===== src/rtl/dca_scalar_divider_pkg.sv =====
// Shared definitions for the DCA scalar divider: FSM state encoding.
package dca_scalar_divider_pkg;

  typedef enum logic [1:0] {
    IDLE = 2'd0,
    BUSY = 2'd1,
    DONE = 2'd2
  } div_state_t;

endpackage


===== src/rtl/dca_udiv_step.sv =====
// One combinational restoring-division step on unsigned magnitudes.
// The shifted partial remainder carries one extra bit because it can
// reach twice the divisor before the trial subtraction.
module dca_udiv_step #(
  parameter int BW = 32
) (
  input  logic [BW-1:0] rem_in,
  input  logic [BW-1:0] quo_in,
  input  logic [BW-1:0] divisor,
  output logic [BW-1:0] rem_out,
  output logic [BW-1:0] quo_out
);

  logic [BW:0]   rem_wide;
  logic [BW-1:0] diff;

  // Shift {rem,quo} left, trial-subtract, keep the difference when it fits.
  always_comb begin
    rem_wide = {rem_in, quo_in[BW-1]};
    diff     = rem_wide[BW-1:0] - divisor;
    if (rem_wide >= {1'b0, divisor}) begin
      rem_out = diff;
      quo_out = {quo_in[BW-2:0], 1'b1};
    end else begin
      rem_out = rem_wide[BW-1:0];
      quo_out = {quo_in[BW-2:0], 1'b0};
    end
  end

endmodule


===== src/rtl/dca_scalar_divider.sv =====
// Iterative restoring divider for tensor scalars, signed or unsigned per op.
//
//   state | meaning
//   IDLE  | ready for an operand pair
//   BUSY  | one restoring step per enabled cycle, counter counts down
//   DONE  | result valid and held until the consumer takes it
module dca_scalar_divider
  import dca_scalar_divider_pkg::*;
#(
  parameter int BW_TENSOR_SCALAR = 32
) (
  input  logic                        clk,
  input  logic                        rstnn,
  input  logic                        enable,
  input  logic                        input_wvalid,
  output logic                        input_wready,
  input  logic                        input_signed,
  input  logic [BW_TENSOR_SCALAR-1:0] input_dividend,
  input  logic [BW_TENSOR_SCALAR-1:0] input_divisor,
  output logic                        output_rvalid,
  input  logic                        output_rready,
  output logic [BW_TENSOR_SCALAR-1:0] output_quotient,
  output logic [BW_TENSOR_SCALAR-1:0] output_remainder
);

  localparam int                BW       = BW_TENSOR_SCALAR;
  localparam int                COUNT_BW = $clog2(BW_TENSOR_SCALAR) + 1;
  localparam logic [BW-1:0]     MIN_VAL  = {1'b1, {(BW-1){1'b0}}};
  localparam logic [BW-1:0]     ALL_ONES = {BW{1'b1}};
  localparam logic [COUNT_BW-1:0] CNT_INIT = COUNT_BW'(BW);

  div_state_t          state_q, state_d;
  logic                load, step_en, finish;
  logic [COUNT_BW-1:0] cnt_q;
  logic [BW-1:0]       rem_q, quo_q, dvs_q;
  logic [BW-1:0]       step_rem, step_quo;
  logic [BW-1:0]       fix_q, fix_r;
  logic [BW-1:0]       out_q, out_r;
  logic                neg_q_f, neg_r_f, div0_f, ovf_f;
  logic                dvd_neg, dvs_neg;
  logic [BW-1:0]       dvd_mag, dvs_mag;

  // State register.
  always_ff @(posedge clk or negedge rstnn) begin
    if (!rstnn) state_q <= IDLE;
    else        state_q <= state_d;
  end

  // Next state, handshake outputs and datapath strobes.
  always_comb begin
    state_d       = state_q;
    input_wready  = 1'b0;
    output_rvalid = 1'b0;
    load          = 1'b0;
    step_en       = 1'b0;
    finish        = 1'b0;
    case (state_q)
      IDLE: begin
        input_wready = 1'b1;
        if (input_wvalid && enable) begin
          load    = 1'b1;
          state_d = BUSY;
        end
      end
      BUSY: begin
        if (enable) begin
          step_en = 1'b1;
          if (cnt_q == COUNT_BW'(1)) begin
            finish  = 1'b1;
            state_d = DONE;
          end
        end
      end
      DONE: begin
        output_rvalid = 1'b1;
        if (output_rready && enable) state_d = IDLE;
      end
      default: state_d = IDLE;
    endcase
  end

  // Operand magnitudes and sign flags for the accepted pair.
  always_comb begin
    dvd_neg = input_signed & input_dividend[BW-1];
    dvs_neg = input_signed & input_divisor[BW-1];
    dvd_mag = dvd_neg ? -input_dividend : input_dividend;
    dvs_mag = dvs_neg ? -input_divisor  : input_divisor;
  end

  dca_udiv_step #(.BW(BW)) u_step (
    .rem_in  (rem_q),
    .quo_in  (quo_q),
    .divisor (dvs_q),
    .rem_out (step_rem),
    .quo_out (step_quo)
  );

  // Sign fix-up of the final step, then special-case overrides. With a zero
  // divisor the remainder naturally ends up as the original dividend.
  always_comb begin
    fix_q = neg_q_f ? -step_quo : step_quo;
    fix_r = neg_r_f ? -step_rem : step_rem;
    if (div0_f) begin
      fix_q = ALL_ONES;
    end else if (ovf_f) begin
      fix_q = MIN_VAL;
      fix_r = '0;
    end
  end

  // Datapath registers: latch on accept, iterate in BUSY, capture result.
  always_ff @(posedge clk or negedge rstnn) begin
    if (!rstnn) begin
      cnt_q   <= '0;
      rem_q   <= '0;
      quo_q   <= '0;
      dvs_q   <= '0;
      neg_q_f <= 1'b0;
      neg_r_f <= 1'b0;
      div0_f  <= 1'b0;
      ovf_f   <= 1'b0;
      out_q   <= '0;
      out_r   <= '0;
    end else if (load) begin
      cnt_q   <= CNT_INIT;
      rem_q   <= '0;
      quo_q   <= dvd_mag;
      dvs_q   <= dvs_mag;
      neg_q_f <= dvd_neg ^ dvs_neg;
      neg_r_f <= dvd_neg;
      div0_f  <= (input_divisor == '0);
      ovf_f   <= input_signed && (input_dividend == MIN_VAL) && (input_divisor == ALL_ONES);
    end else if (step_en) begin
      cnt_q <= cnt_q - 1'b1;
      rem_q <= step_rem;
      quo_q <= step_quo;
      if (finish) begin
        out_q <= fix_q;
        out_r <= fix_r;
      end
    end
  end

  assign output_quotient  = out_q;
  assign output_remainder = out_r;

endmodule


===== config.mk =====
export PLATFORM = sky130hd
export DESIGN_NAME = dca_scalar_divider
export DESIGN_NICKNAME = d
export VERILOG_FILES = /design/src/rtl/dca_scalar_divider_pkg.sv /design/src/rtl/dca_udiv_step.sv /design/src/rtl/dca_scalar_divider.sv
export SDC_FILE = /design/constraint.sdc
export NUM_CORES = 1
export LEC_CHECK = 0
export BUFFER_PORTS_ARGS = -buffer_cell sky130_fd_sc_hd__buf_2
export CAP_MARGIN = 30
export CORE_ASPECT_RATIO = 1.75
export CORE_MARGIN = 1.5
export CORE_UTILIZATION = 60
export CTS_CLUSTER_DIAMETER = 80
export DETAILED_ROUTE_END_ITERATION = 7
export GPL_TIMING_DRIVEN = 0
export PLACE_DENSITY = 0.78
export SYNTH_ARGS = -nofsm -noshare
export SYNTH_HDL_FRONTEND = slang
export SYNTH_SLANG_ARGS = --single-unit

===== constraint.sdc =====
create_clock -name clk -period 5.25 [get_ports clk]
set_input_delay 0.2625 -clock clk [delete_from_list [all_inputs] [get_ports clk]]
set_output_delay 0.2625 -clock clk [all_outputs]
set_load 0.05 [all_outputs]

Yosys cells after proc, flatten, opt, wreduce, memory -nomap -nowiden
Index checks and enable logic that the tools add are counted.
- bitwise logic cells: 4
- $add $sub $neg: 6
- equal/unequal tests: 9
- muxes and demuxes: 30
- order comparisons: 1
- reduce and logical (&&, ||, !) cells: 9
- operator list (kind ; number):
    32-bit 2-to-1 mux ; 13
    32-bit negator ; 4
    32-bit == test, second input constant ; 2
    33-bit by 32-bit greater-or-equal comparator with 1-bit output ; 1
    32-bit logical NOT ; 1
    32-bit subtractor ; 1
    6-bit 2-to-1 mux ; 2
    1-bit 2-to-1 mux ; 10
    2-bit 2-to-1 mux ; 4
    2-bit != test, second input constant ; 4
    6-bit by 1-bit == test with 1-bit output, second input constant ; 1
    2-bit case mux with 3 select lines ; 1
    6-bit by 1-bit subtractor with 6-bit output, second input constant ; 1
    1-bit logical AND ; 4
    4-bit AND reduction ; 1
    3-bit AND reduction ; 1
    1-bit bitwise AND ; 2
    2-bit by 1-bit == test with 1-bit output, second input constant ; 1
    2-bit == test, second input constant ; 1
    2-bit logical NOT ; 1
    2-bit nonzero test ; 1
    1-bit inverter ; 1
    1-bit XOR ; 1
- output and inout port bits: 66
- register bits: 172

Logic depth before layout (Yosys ltp)
Gate-level depths: netlist of run 1.
- depth after elaboration: 6
- depth in mapped cells: 22

Cells and area by module
From an unflattened synthesis of run 1, not the netlist that was laid out.
- cell total of the unflattened synthesis: 1530
- area total of the unflattened synthesis: 12562.0 µm²
- modules (own cells, without submodules) (module ; area each (µm²) ; seq. area each (µm²) ; times used ; cells an instance):
    dca_scalar_divider ; 9998.3 ; 4304.1 ; 1 ; 1176
    dca_udiv_step ; 2563.7 ; 0.0 ; 1 ; 354

Least setup slack after synthesis of run 1
No wires, ideal clock.
- kind: reg-to-reg
- start point: register rem_q[3]
- end point: register out_q[30] (netlist: output_quotient[30])
- slack: 637 ps
- cell stages (with the launch flop): 22
- data arrival time: 4491 ps
- setup time: 121 ps
- data required time: 5129 ps
- buffers on the path: 5
- cell sequence: dfrtp_1 ha_1 buf_2 a21o_1 a31o_2 o211ai_1 a31oi_1 or2_2 buf_2 inv_1 buf_2 buf_2 buf_1 ha_1 nand2_1 o41ai_1 and2_1 nand2_1 a21oi_1 xor2_1 nor2_1 o22a_1
- word-level cells in the longest chain between the ends: 6
- RTL lines (what ; line ; RTL):
    from (decl) ; dca_scalar_divider.sv:35 ; logic [BW-1:0] rem_q, quo_q, dvs_q;
    from (signal assigned) ; dca_scalar_divider.sv:135 ; rem_q <= step_rem;
    33-bit by 32-bit greater-or-equal comparator with 1-bit output ; dca_udiv_step.sv:21 ; if (rem_wide >= {1'b0, divisor}) begin
    1-bit 2-to-1 mux ; dca_udiv_step.sv:21 ;
    32-bit negator ; dca_scalar_divider.sv:101 ; fix_q = neg_q_f ? -step_quo : step_quo;
    32-bit 2-to-1 mux ; dca_scalar_divider.sv:101 ;
    32-bit 2-to-1 mux ; dca_scalar_divider.sv:105 ; end else if (ovf_f) begin
    32-bit 2-to-1 mux ; dca_scalar_divider.sv:103 ; if (div0_f) begin
    to (signal assigned) ; dca_scalar_divider.sv:138 ; out_q <= fix_q;
    to (decl) ; dca_scalar_divider.sv:38 ; logic [BW-1:0] out_q, out_r;
Every way passes these cells.
A chain may end at the register's enable or synchronous reset.

Final worst setup path of run 1
- start point: register rem_q[8]
- end point: register out_q[30] (netlist: output_quotient[30])
Same word-level chain as after synthesis.

==> results of run 1 <==
per-layer routing:
metal	up-vias	GRT usage [%]	part of all wire (%)
li1	5593	-	-
met1	5893	39.9	31
met2	627	74.7	50
met3	291	13.9	7.4
met4	0	42.9	12
met5	-	1.28	0
timing repair:
action | CTS | global route
endpoints found under the hold margin | 80 | 0
pin swaps | 2 | 1
setup endpoints to repair | 17 | 19
resized for setup | 7 | 21
hold buffers | 1 | 0
buffers inserted | 2 | 2
registers in the layout, indices dropped and copies added (netlist names):
register,count
dvs_q,32
output_quotient,32
output_remainder,32
quo_q,32
rem_q,32
cnt_q,6
state_q,2
div0_f,1
neg_q_f,1
neg_r_f,1
ovf_f,1
worst min-delay path: stages:
cell and delay, ns:
buf_2 0.08, nand2_1 0.05, nand2_1 0.06, nand2_1 0.04
worst max-delay path by stage:
stage	endpoint	cells past startpoint	start	slack (ns)
2_1_floorplan	output_quotient[30]$_DFFE_PN0P_	21	rem_q[3]$_DFFE_PN0P_	0.64
6_report	output_quotient[30]$_DFFE_PN0P_	20	rem_q[8]$_DFFE_PN0P_	0.25
4_1_cts	output_remainder[16]$_DFFE_PN0P_	14	rem_q[25]$_DFFE_PN0P_	0.007
3_5_place_dp	output_quotient[28]$_DFFE_PN0P_	21	rem_q[7]$_DFFE_PN0P_	-1.0
3_3_place_gp	output_quotient[30]$_DFFE_PN0P_	21	rem_q[7]$_DFFE_PN0P_	-1.02
5_1_grt	output_quotient[30]$_DFFE_PN0P_	20	rem_q[8]$_DFFE_PN0P_	0.03
area by class of cell:
class / count / area, µm² / area share [%]
tap: 245 / 307 / 2.21
clock inverter: 13 / 179 / 1.29
sequential: 172 / 4310 / 31.1
antenna: 2 / 5.00 / 0.0362
timing repair buffer: 140 / 748 / 5.41
multi-input combinational: 1159 / 7270 / 52.5
clock buffer: 19 / 443 / 3.20
inverter: 63 / 236 / 1.71
buffer: 86 / 347 / 2.50
kinds of logic after synthesis:
family	Yosys count	share of synthesized area, %
adder cells (fa/ha/maj)	39	4.11
flip-flops	172	35.7
buffers and inverters	150	4.75
multiplexers	17	1.41
AND/OR/NAND/NOR	525	20.2
AO/OA/AOI/OAI	435	23.5
XOR/XNOR	143	10.4
per-stage QoR:
step	utilization, %	cell area, µm²	hold WS (ns)	TNS, ns	cells
6_report	70.1	13800	0.0836	0	1899
5_1_grt	70.1	13800	0.0976	0	1898
4_1_cts	69.6	13700	0.0748	0	1895
3_5_place_dp	66.3	13100	0.265	-8.42	1861
3_3_place_gp	66.1	13000	0.450	-7.97	1860
2_1_floorplan	-	12100	-0.0331	0	1481
synth_stat cells, types with 17 or more instances:
library cell,n,area [µm²]
a21oi_1,82,410
a22o_1,35,307
a31oi_1,43,269
and2_1,20,125
clkbuf_1,72,270
dfrtp_1,172,4300
ha_1,38,475
inv_1,62,233
mux2i_1,17,170
nand2_1,234,878
nand3_1,19,95.1
nand4_1,17,106
nor2_1,107,402
nor3_1,29,145
nor4_1,25,156
o211ai_1,19,143
o21ai_0,130,651
o31ai_1,27,203
xnor2_1,66,578
xor2_1,77,674
==> impl_metrics.tcl, run 1 <==
set metrics [dict create \
    max_stage_delay_ns 0.54 \
    slew-limit-headroom_pct 39.7 \
    n_fill_cell 1702 \
    antenna_found_initial 1 \
    clkTransAtPathRegs_ns 0.07 \
    nNetsFinal 1748 \
    hp-start "output_rready" \
    layout_common_cells "nand2_1, dfrtp_1, buf_2, o21ai_0, nor2_1" \
    clock_path_buffers 2 \
    drt_iter0_markers 1001 \
    finalCritPeriodShare_pct 95.3 \
    clock-sinks 172 \
    ioPinCount 136 \
    die_w_um 110 \
    path_buf_inv 5 \
    dieArea_um2 21000 \
    dp_hpwl_um 33300 \
    min-delay-path-class "primary input to register" \
    worst_path_dominant_cell_family "simple AND/OR/NAND/NOR gates" \
    whs_path_depth 4 \
    holdPathEnd "state_q[1]$_DFFE_PN0P_" \
    hold_violations 0 \
    cp_cell_sequence "ha_1 -> clkbuf_1 -> and3_1 -> and2_1 -> a22oi_2 -> a31oi_4 -> or2_2 -> buf_2 -> inv_1 -> clkbuf_4 -> buf_8 -> ha_1 -> nand2_1 -> o41ai_2 -> and2_1 -> nand2_2 -> a21oi_1 -> xor2_1 -> nor2_1 -> o22a_1" \
    rsz0062_at_grt "no" \
    core.rowCount 68 \
    synth_seq_cells 172 \
    vias_per_cell 6.53 \
    synth_ff_type "dfrtp_1" \
    syn_nets 1590 \
    cp_slowest_cell "dfrtp_2" \
    initial_core_util_pct 61.1 \
    rr_startpoint "rem_q[8]$_DFFE_PN0P_" \
    grt_pass1_vias 12400 \
    yosys_warnings 0 \
    async_reset_ff_share_pct 100 \
    mostFrequentLayoutCell "nand2_1" \
    critical_path_arrival_ns 5.34 \
    max_freq_mhz 200 \
    cts_root_buffer "clkbuf_16" \
    worst_slew_pin_slew_ns 0.900 \
    synth_cell_type_count 70 \
    htreeDepth 4 \
    syn_area_per_cell_um2 8.15 \
    path_class "register to register" \
    gp_congestion 1.02 \
    drive_gt1_share_pct 12.7 \
    grt_pass1_wl_um 67600 \
    maxCapViolations 0 \
    ant_nets 0 \
    overflow 0 \
    syn_area_um2 12100 \
    via_count 12400 \
    r2r-end "output_quotient[30]$_DFFE_PN0P_" \
    ys_seq_area_share_pct 35.7 \
    end_kind "register" \
    synthCells 1481 \
    slew_violations 0 \
    routed_wl_um 44100 \
    cp_max_fo 19 \
    numPortBuffers 134 \
    die_h_um 191 \
    synth-edff-count 0 \
    clk_latency_ns 0.46 \
    place_ws_ns -0.999 \
    fin_ws_ns 0.245 \
    status "finished, final reports clean" \
    track_usage_pct 44.2 \
    wl_per_cell_um 23.2 \
    r2r_slack_ns 0.25 \
    skew_ns 0.0148 \
    period_needed_ns 5.00 \
    reg2reg_depth 20 \
    grt_max_degree 93 \
    dr.pass1.iters 7 \
    area_delta_synth_final_pct 14.7 \
    core_area_um2 19700 \
    worstPathRequired_ns 5.59 \
    crit_path_start_kind "register" \
    setup_viol 0 \
    cts_tree "done" \
    cts_inserted_buffers 17 \
    drc 0 \
]
Power of run 1 is left out: the tool's default activity adds up to more than one toggle a clock period on the data nets, which glitch-free logic cannot reach.
==> inputs of run 2 (changes only) <==
--- a/config.mk
+++ b/config.mk
@@ -5,13 +5,13 @@
 export SDC_FILE = /design/constraint.sdc
 export NUM_CORES = 1
 export LEC_CHECK = 0
-export BUFFER_PORTS_ARGS = -buffer_cell sky130_fd_sc_hd__buf_2
 export CAP_MARGIN = 30
 export CORE_ASPECT_RATIO = 1.75
 export CORE_MARGIN = 1.5
-export CORE_UTILIZATION = 60
+export CORE_UTILIZATION = 65
 export CTS_CLUSTER_DIAMETER = 80
 export DETAILED_ROUTE_END_ITERATION = 7
+export DONT_BUFFER_PORTS = 1
 export GPL_TIMING_DRIVEN = 0
 export PLACE_DENSITY = 0.78
 export SYNTH_ARGS = -nofsm -noshare
==> run 2 against run 1 <==
  * First-iteration DRC count is 16% lower
  * Count of clock-buffer cells in the layout stayed put
  * Highest routed layer unchanged
  * Design area is 5.2% lower
  * Clock skew is 0.0011 ns higher
  * Register-to-register slack worse by 0.05 ns
  * Setup slack worse by 0.050 ns
  * Via count is 5.5% lower
  * Hold slack worse by 0.075 ns
  * Routed wire length is 6.6% lower
  * Sequential share of layout area is 1.7 points higher
  * Non-clock buffer count is 130 lower
  * Critical path type unchanged
  * Global-route usage is 0.083 points lower
==> impl_metrics.tcl, run 2 (same netlist as run 1, synthesis figures left out) <==
set metrics [dict create \
    post-route-util_pct 72.4 \
    core.rowCount 65 \
    cts_inserted_buffers 17 \
    dp_hpwl_um 31500 \
    cts_tree "done" \
    reg2reg_depth 14 \
    area_delta_synth_final_pct 8.77 \
    grt_pass1_wl_um 64000 \
    max_freq_mhz 198 \
    numPortBuffers 0 \
    clock-sinks 172 \
    grt_max_degree 173 \
    cts_root_buffer "clkbuf_16" \
    slew_violations 0 \
    core_area_um2 18100 \
    maxCapViolations 0 \
    fin_ws_ns 0.195 \
    wl_per_cell_um 23.5 \
    gp_congestion 1.02 \
    drive_gt1_share_pct 4.60 \
    slew-limit-headroom_pct 23.4 \
    crit_path_start_kind "register" \
    skew_ns 0.0159 \
    finalCritPeriodShare_pct 96.3 \
    overflow 0 \
    whs_path_depth 2 \
    vias_per_cell 6.67 \
    mostFrequentLayoutCell "nand2_1" \
    final.setup.tns_ns 0 \
    track_usage_pct 44.1 \
    htreeDepth 4 \
    initial_core_util_pct 66.5 \
    status "finished, final reports clean" \
    nNetsFinal 1618 \
    ant_nets 0 \
    dieArea_um2 19400 \
    hold_violations 0 \
    clock_path_buffers 2 \
    grt_pass1_vias 11900 \
    place_ws_ns -0.915 \
    drt_iter0_markers 841 \
    antenna_cells 0 \
    die_h_um 183 \
    period_needed_ns 5.05 \
    worst_slew_pin_slew_ns 1.14 \
    whs_ns 0.00839 \
    n_fill_cell 1491 \
    cp_max_fo 10 \
    drc 0 \
    clk_latency_ns 0.46 \
    die_w_um 106 \
    via_count 11700 \
    setup_viol 0 \
    antenna_found_initial 0 \
    layout_common_cells "nand2_1, dfrtp_1, o21ai_0, nor2_1, a21oi_1" \
    dr.pass1.iters 6 \
    min-delay-path-class "primary input to register" \
    end_kind "register" \
    routed_wl_um 41200 \
    path_class "register to register" \
    critical_path_arrival_ns 5.39 \
    ioPinCount 136 \
    clkTransAtPathRegs_ns 0.07 \
    worstPathRequired_ns 5.59 \
]
run 2: worst max-delay path: stages, from the launching register on:
cell and delay [ns]:
dfrtp_1 0.40, ha_1 0.29, clkbuf_1 0.33, nand4_1 0.22, nor4_2 0.55, nand3_1 0.23
a31oi_4 0.35, or2_2 0.24, buf_2 0.28, buf_2 0.36, buf_1 0.49, buf_2 0.39
mux2i_1 0.43, xor2_1 0.14, a22o_1 0.22
run 2: area by class of cell:
type                    count  area [µm²]  share of cell area (%)
clock inverters            13         130                   0.992
flip-flops and latches    172        4310                    32.8
multi-input cells        1159        7260                    55.3
clock buffers              19         443                    3.38
well taps                 234         293                    2.23
plain buffers              86         343                    2.61
inverters                  63         236                    1.80
repair buffers             10         110                   0.839
run 2: through the flow:
step	cell area [µm²]	cells
after detailed placement	12400	1715
after CTS	13100	1755
after global routing	13100	1756
after floorplan	12100	1481
final	13100	1756
after global placement	12400	1715
run 2: what timing repair did:
action,CTS,global route
endpoints found under the setup margin,17,39
pin swaps,2,3
gates resized for setup,6,15
hold buffers,7,0
buffers inserted,2,1
endpoints found under the hold margin,176,0
run 2: per-layer routing:
layer | vias up | track usage (%) | routed length, µm
met2 | 592 | 78.0 | 20600
met3 | 265 | 10.4 | 2900
met5 | - | 0 | 0
met1 | 5521 | 40.5 | 12800
li1 | 5343 | - | -
met4 | 0 | 42.3 | 4880
run 2: worst paths after layout:
check | start | to | slack (ns)
max | rem_q[25]$_DFFE_PN0P_ | output_remainder[11]$_DFFE_PN0P_ | 0.20
min | input_divisor[23] | dvs_q[23]$_DFFE_PN0P_ | 0.008
max reg2reg | rem_q[25]$_DFFE_PN0P_ | output_remainder[11]$_DFFE_PN0P_ | 0.20
min reg2reg | dvs_q[3]$_DFFE_PN0P_ | dvs_q[3]$_DFFE_PN0P_ | 0.48
max in group asynchronous | rstnn | rem_q[18]$_DFFE_PN0P_ | 3.96
min in group asynchronous | rstnn | rem_q[15]$_DFFE_PN0P_ | 0.46
Power of run 2 is left out for the same reason.
